$ cat src/rtl/tape_arbiter.sv
// tape_arbiter: shares the single-port tape RAM between CPU and host debug port.
// Optional TAPE_ARB_HOST_LOCK_EN adds host_lock to lock the CPU out.
module tape_arbiter #(
  parameter int ADDR_W       = 16,
  parameter int DATA_W       = 8,
  parameter int STARVE_LIMIT = 3
) (
  input  logic              clock,
  input  logic              reset,
  input  logic              cpu_req_valid,
  input  logic              cpu_req_write,
  input  logic [ADDR_W-1:0] cpu_req_addr,
  input  logic [DATA_W-1:0] cpu_req_wdata,
  output logic              cpu_req_ready,
  output logic              cpu_rsp_valid,
  output logic [DATA_W-1:0] cpu_rsp_data,
  input  logic              host_req_valid,
  input  logic              host_req_write,
  input  logic [ADDR_W-1:0] host_req_addr,
  input  logic [DATA_W-1:0] host_req_wdata,
`ifdef TAPE_ARB_HOST_LOCK_EN
  input  logic              host_lock,
`endif
  output logic              host_req_ready,
  output logic              host_rsp_valid,
  output logic [DATA_W-1:0] host_rsp_data,
  output logic              mem_en,
  output logic              mem_we,
  output logic [ADDR_W-1:0] mem_addr,
  output logic [DATA_W-1:0] mem_wdata,
  input  logic [DATA_W-1:0] mem_rdata
);

  localparam int CW = $clog2(STARVE_LIMIT + 1);
  localparam logic [CW-1:0] LIMIT = CW'(STARVE_LIMIT);

  logic [CW-1:0]     r_starve_cnt;
  logic              r_rsp_pending;
  logic              r_rsp_owner;
  logic              r_rsp_is_write;
  logic [DATA_W-1:0] r_wdata_echo;
  logic [DATA_W-1:0] r_cpu_rsp_data;
  logic [DATA_W-1:0] r_host_rsp_data;

  logic              w_lock;
  logic              w_starved;
  logic              w_gnt_cpu;
  logic              w_gnt_host;
  logic              w_gnt_any;
  logic [DATA_W-1:0] w_rsp_data;
  logic              w_cpu_fire;
  logic              w_host_fire;

`ifdef TAPE_ARB_HOST_LOCK_EN
  assign w_lock = host_lock;
`else
  assign w_lock = 1'b0;
`endif

  // Fixed CPU priority; host wins once it has lost LIMIT contested rounds.
  assign w_starved  = (r_starve_cnt == LIMIT);
  assign w_gnt_host = !reset && host_req_valid &&
                      (w_lock || !cpu_req_valid || w_starved);
  assign w_gnt_cpu  = !reset && !w_lock && cpu_req_valid &&
                      !(host_req_valid && w_starved);
  assign w_gnt_any  = w_gnt_cpu || w_gnt_host;

  assign cpu_req_ready  = w_gnt_cpu;
  assign host_req_ready = w_gnt_host;

  // RAM strobe is driven straight from the granted port.
  assign mem_en    = w_gnt_any;
  assign mem_we    = w_gnt_host ? host_req_write
                                : (w_gnt_cpu && cpu_req_write);
  assign mem_addr  = w_gnt_host ? host_req_addr  : cpu_req_addr;
  assign mem_wdata = w_gnt_host ? host_req_wdata : cpu_req_wdata;

  // Count contested rounds the host lost; any host grant or lock clears it.
  always_ff @(posedge clock) begin
    if (reset) begin
      r_starve_cnt <= '0;
    end else if (w_lock || w_gnt_host) begin
      r_starve_cnt <= '0;
    end else if (host_req_valid && w_gnt_cpu && !w_starved) begin
      r_starve_cnt <= r_starve_cnt + CW'(1);
    end
  end

  // Remember who owns the access now in the RAM and how to answer it.
  always_ff @(posedge clock) begin
    if (reset) begin
      r_rsp_pending  <= 1'b0;
      r_rsp_owner    <= 1'b0;
      r_rsp_is_write <= 1'b0;
      r_wdata_echo   <= '0;
    end else begin
      r_rsp_pending <= w_gnt_any;
      if (w_gnt_any) begin
        r_rsp_owner    <= w_gnt_host;
        r_rsp_is_write <= mem_we;
        r_wdata_echo   <= mem_wdata;
      end
    end
  end

  // Reads return RAM data, writes echo what was written; reset drops it.
  assign w_rsp_data  = r_rsp_is_write ? r_wdata_echo : mem_rdata;
  assign w_cpu_fire  = r_rsp_pending && !r_rsp_owner && !reset;
  assign w_host_fire = r_rsp_pending &&  r_rsp_owner && !reset;

  assign cpu_rsp_valid  = w_cpu_fire;
  assign host_rsp_valid = w_host_fire;
  assign cpu_rsp_data   = w_cpu_fire  ? w_rsp_data : r_cpu_rsp_data;
  assign host_rsp_data  = w_host_fire ? w_rsp_data : r_host_rsp_data;

  // Hold each port's last response data while it is not the owner.
  always_ff @(posedge clock) begin
    if (reset) begin
      r_cpu_rsp_data  <= '0;
      r_host_rsp_data <= '0;
    end else begin
      if (w_cpu_fire)  r_cpu_rsp_data  <= w_rsp_data;
      if (w_host_fire) r_host_rsp_data <= w_rsp_data;
    end
  end

endmodule

$ cat config.mk
export PLATFORM = sky130hd
export DESIGN_NAME = tape_arbiter
export DESIGN_NICKNAME = d
export VERILOG_FILES = /design/src/rtl/tape_arbiter.sv
export SDC_FILE = /design/constraint.sdc
export NUM_CORES = 1
export LEC_CHECK = 0
export ABC_AREA = 1
export BUFFER_PORTS_ARGS = -buffer_cell sky130_fd_sc_hd__clkbuf_2
export CORE_UTILIZATION = 46
export DETAILED_ROUTE_END_ITERATION = 8
export PLACE_DENSITY = 0.82
export SYNTH_ARGS = -nofsm -noshare
export SYNTH_HDL_FRONTEND = slang
export SYNTH_SLANG_ARGS = --single-unit
$ cat constraint.sdc
create_clock -name clock -period 3 [get_ports clock]
set_input_delay 0.15 -clock clock [delete_from_list [all_inputs] [get_ports clock]]
set_output_delay 0.15 -clock clock [all_outputs]
set_load 0.1 [all_outputs]
==> results of run 1 <==
-- per-layer routing --
| metal | vias up | track usage (%) |
|---|---|---|
| li1 | 1053 | - |
| met1 | 861 | 21.4 |
| met2 | 68 | 42.7 |
| met3 | 4 | 7.07 |
| met4 | 0 | 6.82 |
| met5 | - | 0 |
-- layout by cell type, fill, tap and decap left out --
cell type	netlist	routed
sky130_fd_sc_hd__clkbuf_2	0	107
sky130_fd_sc_hd__nand3_4	1	1
sky130_fd_sc_hd__nand4_1	2	2
sky130_fd_sc_hd__inv_4	1	1
sky130_fd_sc_hd__bufinv_16	0	1
sky130_fd_sc_hd__nand3_2	1	1
sky130_fd_sc_hd__a21oi_1	10	10
sky130_fd_sc_hd__ha_1	1	1
sky130_fd_sc_hd__o21ai_1	7	7
sky130_fd_sc_hd__o21ai_0	9	9
sky130_fd_sc_hd__nand2_8	1	1
sky130_fd_sc_hd__nand3_1	18	18
sky130_fd_sc_hd__inv_2	3	3
sky130_fd_sc_hd__nor2_1	26	26
sky130_fd_sc_hd__o21ai_2	1	1
sky130_fd_sc_hd__dfxtp_1	29	29
sky130_fd_sc_hd__nor2_8	2	2
sky130_fd_sc_hd__clkbuf_1	1	1
sky130_fd_sc_hd__clkbuf_8	0	6
sky130_fd_sc_hd__nand2_2	6	6
sky130_fd_sc_hd__nand2_1	115	115
sky130_fd_sc_hd__inv_1	27	27
sky130_fd_sc_hd__nand2_4	1	1
sky130_fd_sc_hd__nand3b_1	1	1
sky130_fd_sc_hd__nor2_2	2	2
-- cells by family (layout without fill, tap and decap cells) --
group | Yosys count | in the layout | share of synthesized area [%]
and+or+nand+nor | 176 | 176 | 45.5
buffers and inverters | 42 | 146 | 12.2
AOI/OAI and AO/OA | 27 | 27 | 8.02
adders and majority gates | 1 | 1 | 0.722
DFF | 29 | 29 | 33.5
-- metrics by stage --
stage / power (uW) / instances
3_3_place_gp: 957 / 417
3_5_place_dp: 960 / 417
4_1_cts: 1370 / 425
2_1_floorplan: 868 / 275
6_report: 1370 / 425
5_1_grt: 1420 / 425
-- state kept, by name, summed over array words and instances (netlist names) --
register         cells
r_host_rsp_data      8
r_cpu_rsp_data       8
r_rsp_pending        1
r_rsp_owner          1
r_rsp_is_write       1
r_starve_cnt         2
r_wdata_echo         8
-- layout make-up --
| cell class | count | area (um2) |
|---|---|---|
| Fill cell | 322 | 1120 |
| Multi-Input combinational cell | 204 | 940 |
| Sequential cell | 29 | 581 |
| Timing Repair Buffer | 107 | 536 |
| Inverter | 31 | 119 |
| Clock buffer | 7 | 86.3 |
| Tap cell | 46 | 57.6 |
| Clock inverter | 1 | 30.0 |
-- where the power goes --
group | total (uW) | switching, uW | leakage, uW | internal (uW)
Clock | 416 | 145 | 0.0000585 | 270
Combinational | 533 | 432 | 0.00111 | 101
Sequential | 418 | 11.8 | 0.000238 | 407
Total | 1370 | 589 | 0.00141 | 778
-- worst max-delay path, cell delays in order, from the launching register on --
cell	delay, ps
sky130_fd_sc_hd__dfxtp_1	350
sky130_fd_sc_hd__ha_1	170
sky130_fd_sc_hd__inv_1	80
sky130_fd_sc_hd__nand2_4	150
sky130_fd_sc_hd__nand2_8	170
sky130_fd_sc_hd__inv_2	280
sky130_fd_sc_hd__nand2_1	90
sky130_fd_sc_hd__nand2_1	70
sky130_fd_sc_hd__clkbuf_2	440
-- worst max-delay path by stage --
stage | from | to | depth (start not counted)
6_report | r_starve_cnt[0]$_SDFFE_PP0P_ | mem_addr[2] | 8
5_1_grt | r_starve_cnt[0]$_SDFFE_PP0P_ | mem_addr[7] | 8
4_1_cts | r_starve_cnt[0]$_SDFFE_PP0P_ | mem_addr[2] | 8
3_5_place_dp | reset | mem_addr[2] | 7
3_3_place_gp | reset | mem_addr[7] | 7
2_1_floorplan | r_starve_cnt[0]$_SDFFE_PP0P_ | mem_addr[10] | 8
==> results.toml, run 1 <==
[global_routing]
maximum_number_of_pins_on_one_net_before_global_route_repair = 38
grt_usage_pct = 21.9
grt_first_pass_wirelength_um = 6980
via_count_of_the_first_global_routing_pass = 1795
initial_antenna_violation_count = 0
residual_overflow_from_global_routing = 0

[cells_and_area]
final_area_um2 = 2350
finish.utilization_pct = 67.7
drive_above_1_share_pct = 35.1
syn2layout_area_growth_pct = 35.6
finalNetCount = 441
diodes = 0

[clocking]
cts_buffers = 5
cts-htree-levels = 2
tritoncts_clock_tree = "done"
cts_max_path_buffers = 2
cts_sink_count = 29
clk_transition_reported_paths_ps = 60
post_cts_hold_buffer_count = 0
postCtsResizedCells = 0
clk_lat_worst_skew_ps = 280
clock_tree.root_cell = "sky130_fd_sc_hd__clkbuf_8"
cts_post_setup_buffers_inserted = 0

[synth]
synth_largest_type_area_fraction_pct = 33.5
synthDistinctLibCells = 27
synthTopCellsByArea = "sky130_fd_sc_hd__dfxtp_1, sky130_fd_sc_hd__nand2_1, sky130_fd_sc_hd__inv_1"
netlist_area_um2 = 1730
edff_count_synth = 0
most_instantiated_flip_flop_cell_in_the_synthesis_netlist = "sky130_fd_sc_hd__dfxtp_1"
synth.most_common_cell = "sky130_fd_sc_hd__nand2_1"
flip_flop_and_latch_count_after_synthesis = 29
synthTopCellsByCount = "sky130_fd_sc_hd__nand2_1, sky130_fd_sc_hd__dfxtp_1, sky130_fd_sc_hd__inv_1, sky130_fd_sc_hd__nor2_1, sky130_fd_sc_hd__nand3_1"
proportion_of_register_bits_with_asynchronous_set_or_reset_after_synthesis_pct = 0
syn_area_per_cell_um2 = 6.30
mappedNetlistNets = 338
synthesis.yosys.warnings = 0
postSynthCellCount = 275
yosys.area.top_type = "sky130_fd_sc_hd__dfxtp_1"
yosysSeqAreaShare_pct = 33.5

[place]
placement.setup.worst_slack_ps = 945
placement.cell_area_um2 = 2230
detailed_place_hpwl_um = 3310
port_buffers = 107
gp_routability_congestion = 0.807

[routing]
wl_met2_um = 2100
met3_length_um = 335
routed-via-count = 1986
wirelength_met1_um = 1780
routedWlPerCell_um = 10.0
dr.pass1.iters = 4
routed.top_layer = "met4"
via_per_inst = 4.67
drc = 0
drt_wl_total_um = 4270
drt_iter0_drcs = 51
ant_nets = 0

[timing]
finalWorstPathRequiredPeriod_ps = 2260
timing.final.setup_violations = 0
worst_pin_slew_ps = 547
setup_total_negative_slack_ps = 0
grt_setup_unrepaired = "false"
fin_ws_ps = 742
timing.hold.ws_ps = 183
fmax_mhz = 443
final.period_utilization_pct = 75.3
finalMaxSlewViolations = 0
finalClockSkew_ps = 2.27
hold_viol_final = 0
slew_headroom_pct = 63.7

[hold_path]
holdCritPathClass = "input port to flop"
depth_of_the_worst_hold_timing_path = 4
hold_path_end = "r_starve_cnt[0]$_SDFFE_PP0P_"
hold_start = "host_req_valid"

[setup_path]
r2r-end = "r_rsp_owner$_SDFFE_PP0P_"
timing_worst_setup_path_type = "flop to output pin"
cp_data_arrival_time_ps = 2110
worstPathMaxFanout = 37
rr_worst_depth = 7
timing.critical_path.from_type = "flop"
reg2reg_setup_slack_ps = 1450
timing.critical_path.to_type = "output pin"
worstPathRequired_ps = 2850
critical_path.reg2reg.startpoint = "r_starve_cnt[0]$_SDFFE_PP0P_"

[power]
power-per-cell-area_nw_per_um2 = 582
power_leakage_uw = 0.00141
ir_drop_uv = 566

[floorplan]
chipHeight_um = 63.4
number_of_standard_cell_rows_in_the_floorplan = 21
core_area_um2 = 3470
dieArea_um2 = 4010
die_width_um = 63.4
start_util_pct = 49.9
io-pin-count = 108

[run]
max-cap-violations = 0

[run_status]
outcome = "completed"
(Power assumes the default switching activity.)
==> run 2: changes to the inputs <==
--- a/config.mk
+++ b/config.mk
@@ -5,11 +5,11 @@
 export SDC_FILE = /design/constraint.sdc
 export NUM_CORES = 1
 export LEC_CHECK = 0
-export ABC_AREA = 1
+export ABC_AREA = 0
 export BUFFER_PORTS_ARGS = -buffer_cell sky130_fd_sc_hd__clkbuf_2
-export CORE_UTILIZATION = 46
+export CORE_UTILIZATION = 43
 export DETAILED_ROUTE_END_ITERATION = 8
-export PLACE_DENSITY = 0.82
+export PLACE_DENSITY = 0.77
 export SYNTH_ARGS = -nofsm -noshare
 export SYNTH_HDL_FRONTEND = slang
 export SYNTH_SLANG_ARGS = --single-unit
==> constraint.sdc (replaced) <==
create_clock -name clock -period 2.2 [get_ports clock]
set_input_delay 0.11 -clock clock [delete_from_list [all_inputs] [get_ports clock]]
set_output_delay 0.11 -clock clock [all_outputs]
set_load 0.1 [all_outputs]
==> results.toml, run 2 <==
[hold_path]
holdCritPathClass = "input port to flop"

[timing]
slew_headroom_pct = 55.5
finalMaxSlewViolations = 0
hold_viol_final = 0
timing.hold.ws_ps = 83.8
timing.final.setup_violations = 0
final.period_utilization_pct = 96.7
worst_pin_slew_ps = 664
finalWorstPathRequiredPeriod_ps = 2130
finalClockSkew_ps = 4.95
fmax_mhz = 470

[setup_path]
worstPathRequired_ps = 2090
timing_worst_setup_path_type = "flop to output pin"
timing.critical_path.from_type = "flop"
worstPathMaxFanout = 9
cp_data_arrival_time_ps = 2020
timing.critical_path.to_type = "output pin"

[place]
gp_routability_congestion = 0.755
port_buffers = 107
detailed_place_hpwl_um = 4180

[power]
power-per-cell-area_nw_per_um2 = 638
cellInternalPower_uw = 1160
power.switching_fraction_pct = 41.4
power_frac_clock_pct = 21.8
power.sequential.fraction_pct = 29.3
total_power_uw = 1970
power_switching_uw = 817
ir_drop_uv = 403
power.share.combinational_pct = 48.9
power_leakage_uw = 0.00144

[synth]
synthTopCellsByCount = "sky130_fd_sc_hd__dfxtp_1, sky130_fd_sc_hd__mux2_4, sky130_fd_sc_hd__a21oi_1, sky130_fd_sc_hd__a211oi_1, sky130_fd_sc_hd__nor2_1"
synth_largest_type_area_fraction_pct = 33.2
flip_flop_and_latch_count_after_synthesis = 29
synthDistinctLibCells = 32
edff_count_synth = 0
synthTopCellsByArea = "sky130_fd_sc_hd__dfxtp_1, sky130_fd_sc_hd__mux2_4, sky130_fd_sc_hd__a211oi_1"
synth.most_common_cell = "sky130_fd_sc_hd__dfxtp_1"
mappedNetlistNets = 237
proportion_of_register_bits_with_asynchronous_set_or_reset_after_synthesis_pct = 0
most_instantiated_flip_flop_cell_in_the_synthesis_netlist = "sky130_fd_sc_hd__dfxtp_1"
yosys.area.top_type = "sky130_fd_sc_hd__dfxtp_1"
synthesis.yosys.warnings = 0
netlist_area_um2 = 1750
yosysSeqAreaShare_pct = 33.2
postSynthCellCount = 174
syn_area_per_cell_um2 = 10.0

[cells_and_area]
drive_above_1_share_pct = 57.2
diodes = 0
largest_registers = "r_cpu_rsp_data (8), r_host_rsp_data (8), r_wdata_echo (8)"
finalNetCount = 348
layout.cells.most_common = "sky130_fd_sc_hd__clkbuf_2"
layout_common_cells = "sky130_fd_sc_hd__clkbuf_2, sky130_fd_sc_hd__buf_12, sky130_fd_sc_hd__dfxtp_1, sky130_fd_sc_hd__mux2_4, sky130_fd_sc_hd__a211oi_1"
syn2layout_area_growth_pct = 77.1

[floorplan]
start_util_pct = 46.3
die_width_um = 65.7
io-pin-count = 108
dieArea_um2 = 4320
number_of_standard_cell_rows_in_the_floorplan = 22
core_area_um2 = 3770
chipHeight_um = 65.7

[routing]
routed-via-count = 1841
dr.pass1.iters = 5
via_per_inst = 5.53
routedWlPerCell_um = 17.3
drt_wl_total_um = 5750
drc = 0
drt_iter0_drcs = 80
ant_nets = 0

[clocking]
cts_max_path_buffers = 2
cts-htree-levels = 2
clk_transition_reported_paths_ps = 60
clock_tree.root_cell = "sky130_fd_sc_hd__clkbuf_8"
cts_buffers = 5
cts_sink_count = 29
clk_lat_worst_skew_ps = 270
tritoncts_clock_tree = "done"

[global_routing]
maximum_number_of_pins_on_one_net_before_global_route_repair = 26
residual_overflow_from_global_routing = 0
initial_antenna_violation_count = 0
grt_usage_pct = 27.5
grt_first_pass_wirelength_um = 9040
via_count_of_the_first_global_routing_pass = 1815

[run_status]
outcome = "completed"

[run]
max-cap-violations = 0
[run 2: cell types whose count changed after synthesis, moves of 7 or more]
cell                        previous run  this run
sky130_fd_sc_hd__a2111oi_0             0         8
sky130_fd_sc_hd__a211oi_1              0        17
sky130_fd_sc_hd__a21oi_1              10        18
sky130_fd_sc_hd__a221o_1               0         8
sky130_fd_sc_hd__inv_1                27         9
sky130_fd_sc_hd__mux2_4                0        20
sky130_fd_sc_hd__mux2i_1               0         8
sky130_fd_sc_hd__nand2_1             115         1
sky130_fd_sc_hd__nand3_1              18         1
sky130_fd_sc_hd__nor2_1               26        12
sky130_fd_sc_hd__nor2b_1               0        10
sky130_fd_sc_hd__o21ai_0               9         0
sky130_fd_sc_hd__o21ai_1               7         0
[run 2: logic make-up after synthesis]
kind of cell             after synthesis  synth area share (%)
AO/OA/AOI/OAI                         54                  22.4
multiplexers                          32                  24.4
AND/OR/NAND/NOR                       32                  11.2
flip-flops                            29                  33.2
buffers and inverters                 25                  7.59
XOR/XNOR                               1                 0.502
adder cells (fa/ha/maj)                1                 0.716
[run 2: worst max-delay path, stage by stage, from the launching register on]
cell and delay (ps):
sky130_fd_sc_hd__dfxtp_1 370, sky130_fd_sc_hd__ha_1 260, sky130_fd_sc_hd__nand2b_1 230, sky130_fd_sc_hd__nand3b_4 170
sky130_fd_sc_hd__buf_4 230, sky130_fd_sc_hd__mux2_4 320, sky130_fd_sc_hd__buf_12 170
[run 2: final timing paths]
| kind | from | end | slack (ps) | cells past startpoint |
|---|---|---|---|---|
| worst max-delay path | r_starve_cnt[0]$_SDFFE_PP0P_ | mem_addr[11] | 70 | 6 |
| worst min-delay path | host_req_wdata[1] | r_wdata_echo[1]$_SDFFE_PP0P_ | 80 | 2 |
| worst max register to register | r_starve_cnt[0]$_SDFFE_PP0P_ | r_wdata_echo[7]$_SDFFE_PP0P_ | 430 | 6 |
| worst min register to register | r_wdata_echo[2]$_SDFFE_PP0P_ | r_wdata_echo[2]$_SDFFE_PP0P_ | 500 | 1 |
[run 2: cell type report]
class / instances / area [um2]
Timing Repair Buffer: 118 / 1250
Multi-Input combinational cell: 120 / 1070
Fill cell: 203 / 678
Sequential cell: 29 / 581
Clock buffer: 7 / 86.3
Tap cell: 48 / 60.1
Inverter: 11 / 43.8
[run 2: per-stage QoR]
stage	setup TNS, ps	worst slack (ps)	util, %	instance area [um2]	instances
detailed placement	0	380	78.9	2970	322
global route	-225	-19.4	82.0	3090	333
finish	0	72.9	82.0	3090	333
CTS	0	42.2	81.2	3060	329
global placement	0	467	78.9	2970	322
floorplan	-3110	-388	-	1780	174
[run 2: per-layer routing]
layer	track usage [%]	vias to the layer above	wire length, um
li1	-	878	-
met5	0	-	0
met2	47.3	79	3010
met4	10.9	0	145
met1	33.5	868	2320
met3	4.69	16	272
[run 2: timing repair]
item | in CTS | in global routing
gates resized for setup | 0 | 2
setup endpoints to repair | 0 | 16
hold buffers | 0 | 0
buffers inserted | 0 | 4
[run 2: power by group through the flow]
| stage | sequential, uW | combinational [uW] | clock (uW) |
|---|---|---|---|
| final | 578 | 965 | 429 |
| after global routing | 580 | 997 | 459 |
| after CTS | 577 | 961 | 432 |
| after detailed placement | 588 | 956 | 0 |
| after global placement | 586 | 943 | 0 |
| after floorplan | 578 | 627 | 0 |
